## config.mk

```make
export PLATFORM = sky130hd
export DESIGN_NAME = i2c_reg_ctrl
export DESIGN_NICKNAME = d
export VERILOG_FILES = /design/src/rtl/i2c_reg_ctrl.sv
export SDC_FILE = /design/constraint.sdc
export NUM_CORES = 1
export LEC_CHECK = 0
export CAP_MARGIN = 20
export CORE_AREA = 2 2 124 126
export DETAILED_ROUTE_END_ITERATION = 7
export DIE_AREA = 0 0 126 128
export SETUP_SLACK_MARGIN = 0.05
export SLEW_MARGIN = 40
export SYNTH_ARGS = -nofsm -noshare
export SYNTH_HDL_FRONTEND = slang
export SYNTH_SLANG_ARGS = --single-unit
```

## constraint.sdc

```tcl
create_clock -name clk -period 2.6 [get_ports clk]
set_input_delay 0.78 -clock clk [delete_from_list [all_inputs] [get_ports clk]]
set_output_delay 0.78 -clock clk [all_outputs]
set_load 0.01 [all_outputs]
```

## src/rtl/i2c_reg_ctrl.sv

```systemverilog
// Pointer-addressed 8-bit register bank behind an I2C slave byte interface, with a local write port.
// Optional build macro: I2C_REG_AUTOINC_EN enables pointer auto-increment on DATA-state accesses.
module i2c_reg_ctrl #(
  parameter int AW = 3
) (
  input  logic                  clk,
  input  logic                  rst,
  input  logic                  bus_active,
  input  logic                  rd,
  input  logic [7:0]            rd_data,
  input  logic                  wr,
  output logic                  wr_en,
  output logic [7:0]            wr_data,
  input  logic                  rd_lock,
  input  logic                  loc_we,
  input  logic [AW-1:0]         loc_addr,
  input  logic [7:0]            loc_wdata,
  output logic [8*(2**AW)-1:0]  regs,
  output logic [AW-1:0]         ptr,
  output logic [1:0]            state,
  output logic                  conflict
);
  localparam int N = 2 ** AW;

`ifdef I2C_REG_AUTOINC_EN
  localparam bit AUTOINC = 1'b1;
`else
  localparam bit AUTOINC = 1'b0;
`endif

  typedef enum logic [1:0] {
    S_IDLE = 2'd0,
    S_PTR  = 2'd1,
    S_DATA = 2'd2
  } state_t;

  state_t        r_state;
  logic [7:0]    r_bank [N];
  logic [AW-1:0] r_ptr;
  logic          r_p_rd;
  logic          r_p_wr;
  // Remembers that bus_active was low last cycle, so IDLE only leaves on a fresh transaction.
  logic          r_bus_low;
  logic          r_wr_en;
  logic [7:0]    r_wr_data;
  logic          r_conflict;

  logic w_rd_rise;
  logic w_wr_rise;
  logic w_i2c_we;

  assign w_rd_rise = rd & ~r_p_rd;
  assign w_wr_rise = wr & ~r_p_wr;
  assign w_i2c_we  = bus_active && (r_state == S_DATA) && w_rd_rise;

  always_ff @(posedge clk) begin
    if (rst) begin
      r_state    <= S_IDLE;
      r_ptr      <= '0;
      r_p_rd     <= 1'b0;
      r_p_wr     <= 1'b0;
      r_bus_low  <= 1'b0;
      r_wr_en    <= 1'b0;
      r_wr_data  <= 8'h00;
      r_conflict <= 1'b0;
      for (int i = 0; i < N; i++) begin
        r_bank[i] <= 8'h00;
      end
    end else begin
      r_p_rd     <= rd;
      r_p_wr     <= wr;
      r_bus_low  <= ~bus_active;
      r_wr_en    <= ~rd_lock;
      r_wr_data  <= r_bank[r_ptr];
      r_conflict <= loc_we && w_i2c_we && (loc_addr == r_ptr);

      // The I2C write is issued last so it overrides a same-address local write.
      if (loc_we) r_bank[loc_addr] <= loc_wdata;
      if (w_i2c_we) r_bank[r_ptr] <= rd_data;

      if (!bus_active) begin
        r_state <= S_IDLE;
      end else begin
        case (r_state)
          S_IDLE: if (r_bus_low) r_state <= S_PTR;
          S_PTR: begin
            if (w_rd_rise) begin
              r_ptr   <= rd_data[AW-1:0];
              r_state <= S_DATA;
            end else if (w_wr_rise) begin
              r_state <= S_DATA;
            end
          end
          S_DATA: begin
            if (AUTOINC && (w_rd_rise || w_wr_rise)) r_ptr <= r_ptr + 1'b1;
          end
          default: r_state <= S_IDLE;
        endcase
      end
    end
  end

  generate
    for (genvar gi = 0; gi < N; gi++) begin : g_regs
      assign regs[8*gi +: 8] = r_bank[gi];
    end
  endgenerate

  assign ptr      = r_ptr;
  assign state    = r_state;
  assign wr_en    = r_wr_en;
  assign wr_data  = r_wr_data;
  assign conflict = r_conflict;

endmodule

```

After elaboration in Yosys (flattened, before gate mapping)
Memory sizes are Yosys's and may differ from the RTL's. A register that Yosys moved wholly into a read port is not among the register bits.
Cells that the tools add are included.
- flip-flop bits (word level): 10
- bits in writable memories: 64
- bits of input ports: 26
- output and inout port bits: 79
- word-level logic and storage cells: 48
- memories kept: 1
- equal/unequal tests: 5
- mux-type cells: 18
- bitwise logic cells: 7
- reductions and logical operators: 10
- memories (name ; depth ; bits a word ; rd ports ; clocked after Yosys merged registers in ; write ports ; RTL line ; source):
    r_bank ; 8 ; 8 ; 9 ; 1 ; 8 ; 38 ; logic [7:0] r_bank [N];
- operator list (operator ; count):
    $mux 8 ; 2
    $reduce_or 8->1 ; 2
    $mux 1 ; 10
    $mux 2 ; 3
    $mux 3 ; 2
    $pmux 2 s3 ; 1
    $reduce_and 3->1 ; 2
    $not 1->1 ; 5
    $logic_and 1x1->1 ; 4
    $eq 3x3->1 ; 1
    $ne 3x3->1 const B ; 1
    $and 1x1->1 ; 2
    $eq 2x1->1 const B ; 1
    $eq 2x2->1 const B ; 1
    $logic_not 2->1 ; 1
    $ne 2x2->1 const B ; 1
    $reduce_or 2->1 ; 1

Longest topological paths before layout
- word-level depth: 8
- gate-level depth with buffers: 6

Least setup slack after synthesis
Ideal clock, no wire load.
- path type: input-to-reg
- from: input loc_addr[2]
- to: memory r_bank[0][0], enable pin
- library setup time: 0.328 ns
- arrival: 1.907 ns
- required time: 2.272 ns
- path slack: 0.365 ns
- cell stages on the path: 4
- cell sequence: buf_6 -> or3b_4 -> nor3_2 -> or3_1
- RTL lines (what ; RTL line ; source):
    from (decl) ; 16 ; input logic [AW-1:0] loc_addr,
    to (decl) ; 38 ;

Worst setup path after layout
- from: register r_ptr[0] (netlist: ptr[0])
- to: output ptr[0]
- RTL lines (what ; RTL line ; source):
    from (decl) ; 39 ; logic [AW-1:0] r_ptr;
    from (signal assigned) ; 88 ; r_ptr <= rd_data[AW-1:0];
    from (signal assigned) ; 95 ; if (AUTOINC && (w_rd_rise || w_wr_rise)) r_ptr <= r_ptr + 1'b1;
    to (decl) ; 19 ; output logic [AW-1:0] ptr,
No word-level cell between the ends.

==> impl_metrics.ini <==
[yosys]
synth_edf_count = 64
synth.distinct_cells = 46
yosys.area.top_type = edfxtp_1
synth-main-ff-cell = edfxtp_1
synth-seq-area-share = 0.520
synth.cell_area_um2 = 4390
synthArstFlopShare = 0
postSynthAreaPerCell_um2 = 9.78
synth_cells = 449
synthesis.nets = 475
ys_ff_latch = 82
synth.area.top_cells = edfxtp_1, nand2_1, dfxtp_1
synth_top_area_share = 0.438
ys_warn_count = 0

[sta]
fmax_mhz = 437
hold_violations = 0
fin_crit_ns = 2.29
rsz0062_at_grt = no
setup_tns_ns = 0
maxSlewViolCount = 0
setup_viol_count_final = 0
tightest_slew_ns = 0.578
timing.hold.ws_ns = 0.492
period_share = 0.880
max_slew_margin = 0.613
clock_skew_ns = 0.00735

[power]
clockPowerShare = 0.428
swShare = 0.227
ir_worst_vdd_mv = 0.296
power.density_nw_per_um2 = 535
p_seq_frac = 0.466
p_sw_mw = 0.730
p_int_mw = 2.49
p_leak_nw = 2.05
comb_power_share = 0.107
power_mw = 3.22

[floorplanning]
die_w_um = 126
core_area_um2 = 14900
initial_core_util = 0.295
num_rows = 45
die_y_um = 128
pin_count = 105
dieArea_um2 = 16100

[worst_setup_path]
path_cells = clkdlybuf4s50_1
critPathCaptureType = output pin
worstSetupPathType = flop to output pin
cp-startpoint = ptr[0]
cp_max_fo = 9
reg2reg_from = ptr[1]
r2r-end = wr_data[6]
cp.buffers_inverters = 1
required_ns = 1.82
path_depth = 1
endpoint = ptr[0]
worstPathArrival_ns = 1.51
ff2ff_setup_slack_ns = 0.71
crit_family = buffers and inverters
slowest_delay_ns = 0.62
r2r_cells = 6
slowest_stage = clkdlybuf4s50_1
start_kind = flop

[global_route]
grt_max_degree = 29
grt_antenna_before_repair = 0
overflow = 0
met2_usage = 0.282
grt_pass1_vias = 3586
use_met1 = 0.254
grt_util_all_layers = 0.186
grt.busiest_layer = met2
grt_pass1_wl_um = 22100
grtUsageMet3 = 0.0467

[clock_network]
cts_setup_buffers = 0
root_buffer = clkbuf_16
ctsHoldBuffers = 0
cts_htree_levels = 3
clock_sinks = 82
clkTransAtPathRegs_ns = 0.06
clock_path_buffers = 2
cts_tree = done
cts_buffers = 9
clk_latency_ns = 0.35
ctsResizeCount = 0

[finish]
area_growth_pct = 37.2
final_core_util = 0.405
fill_cells = 1433
seqCellArea_um2 = 2280
drive_gt1_frac = 0.125
nNetsFinal = 581
diodes = 0
multiInputGateArea_um2 = 1850

[job]
drv_cap = 0

[placement]
gp_congestion = 0.907
io_buffer_count = 104
dp_hpwl_um = 11100

[drt]
drt-total-wl_um = 15000
avgViaCountPerCell = 5.13
ant_nets = 0
wl_per_cell_um = 20.1
drt-pass1-iter-count = 5
route.detailed.drc = 0
dr.first_iter.drc_count = 416
vias = 3840

[min_path]
hp-class = flop to flop

[outcome]
status = completed
==> metrics by stage <==
step                worst slack (ns)  area, µm²  std cells
floorplan                      0.365       4390        449
global placement            -0.00627       5700        732
detailed placement           -0.0124       5700        732
CTS                            0.320       6020        748
global route                   0.200       6020        748
finish                         0.313       6020        748
==> synthesized netlist by cell type (2+ instances only) <==
master / instances
buf_2: 14
a22o_1: 7
nand2b_1: 8
nor3_2: 2
dfxtp_1: 18
a211o_1: 2
nand2_1: 130
nor2b_1: 7
a21o_1: 2
buf_1: 9
xnor2_1: 2
buf_6: 7
edfxtp_1: 64
or3_1: 8
a22oi_1: 5
o21ai_0: 52
o22ai_1: 6
a21oi_1: 13
nor3_1: 3
nor2_2: 2
buf_4: 6
and2_1: 2
a32o_1: 2
o21ai_1: 14
mux2i_1: 16
a221oi_1: 4
nor2_1: 10
clkbuf_1: 6
or2_2: 4
nor4_4: 8
==> registers in the layout, indices dropped and copies added, names as in the netlist <==
name / flops
wr_en: 1
r_bus_low: 1
state: 2
conflict: 1
ptr: 3
wr_data: 8
r_p_wr: 1
r_bank: 64
r_p_rd: 1
==> routing by layer <==
metal / share of wire / wire length (µm)
met1: 0.43 / 6400
met3: 0.094 / 1400
met2: 0.45 / 6730
met4: 0.031 / 463
met5: 0 / 0
==> placed cells by master (no fill, tap or decap), drive strengths merged, types with 7 or more instances in the layout <==
master	netlist	layout
a21oi	13	13
a22o	7	7
buf	36	33
clkbuf	6	11
clkdlybuf4s50	0	104
dfxtp	18	18
edfxtp	64	64
mux2i	16	16
nand2	130	130
nand2b	9	9
nor2	12	12
nor2b	7	7
nor4	10	10
o21ai	66	66
or3	8	8
==> worst min-delay path by stage <==
stage | from | end | slack [ns] | cells past startpoint
2_1_floorplan | r_bus_low | state[0] | 0.48 | 2
3_3_place_gp | state[1] | state[0] | 0.48 | 1
3_5_place_dp | state[1] | state[0] | 0.48 | 1
4_1_cts | state[1] | state[0] | 0.49 | 1
5_1_grt | state[1] | state[0] | 0.53 | 1
6_report | state[1] | state[0] | 0.49 | 1
==> power groups by stage <==
stage               registers, mW  clock network, mW  logic (mW)
finish                       1.50               1.38       0.344
global route                 1.50               1.45       0.363
CTS                          1.50               1.40       0.343
detailed placement           1.53                  0       0.341
global placement             1.53                  0       0.339
floorplan                    1.54                  0       0.116
==> layout make-up <==
cell class,count,share of cell area
flip-flops and latches,82,0.379
well taps,188,0.0391
repair buffers,137,0.220
clock inverters,5,0.0129
clock buffers,11,0.0403
multi-input cells,323,0.307
inverters,2,0.00125
==> kinds of logic after synthesis <==
group / share of synthesized area
compound gates: 0.145
xor+xnor: 0.00599
buf+inv: 0.0587
flops: 0.520
mux: 0.0391
simple gates: 0.232
Power figures use the tool's default switching activity.
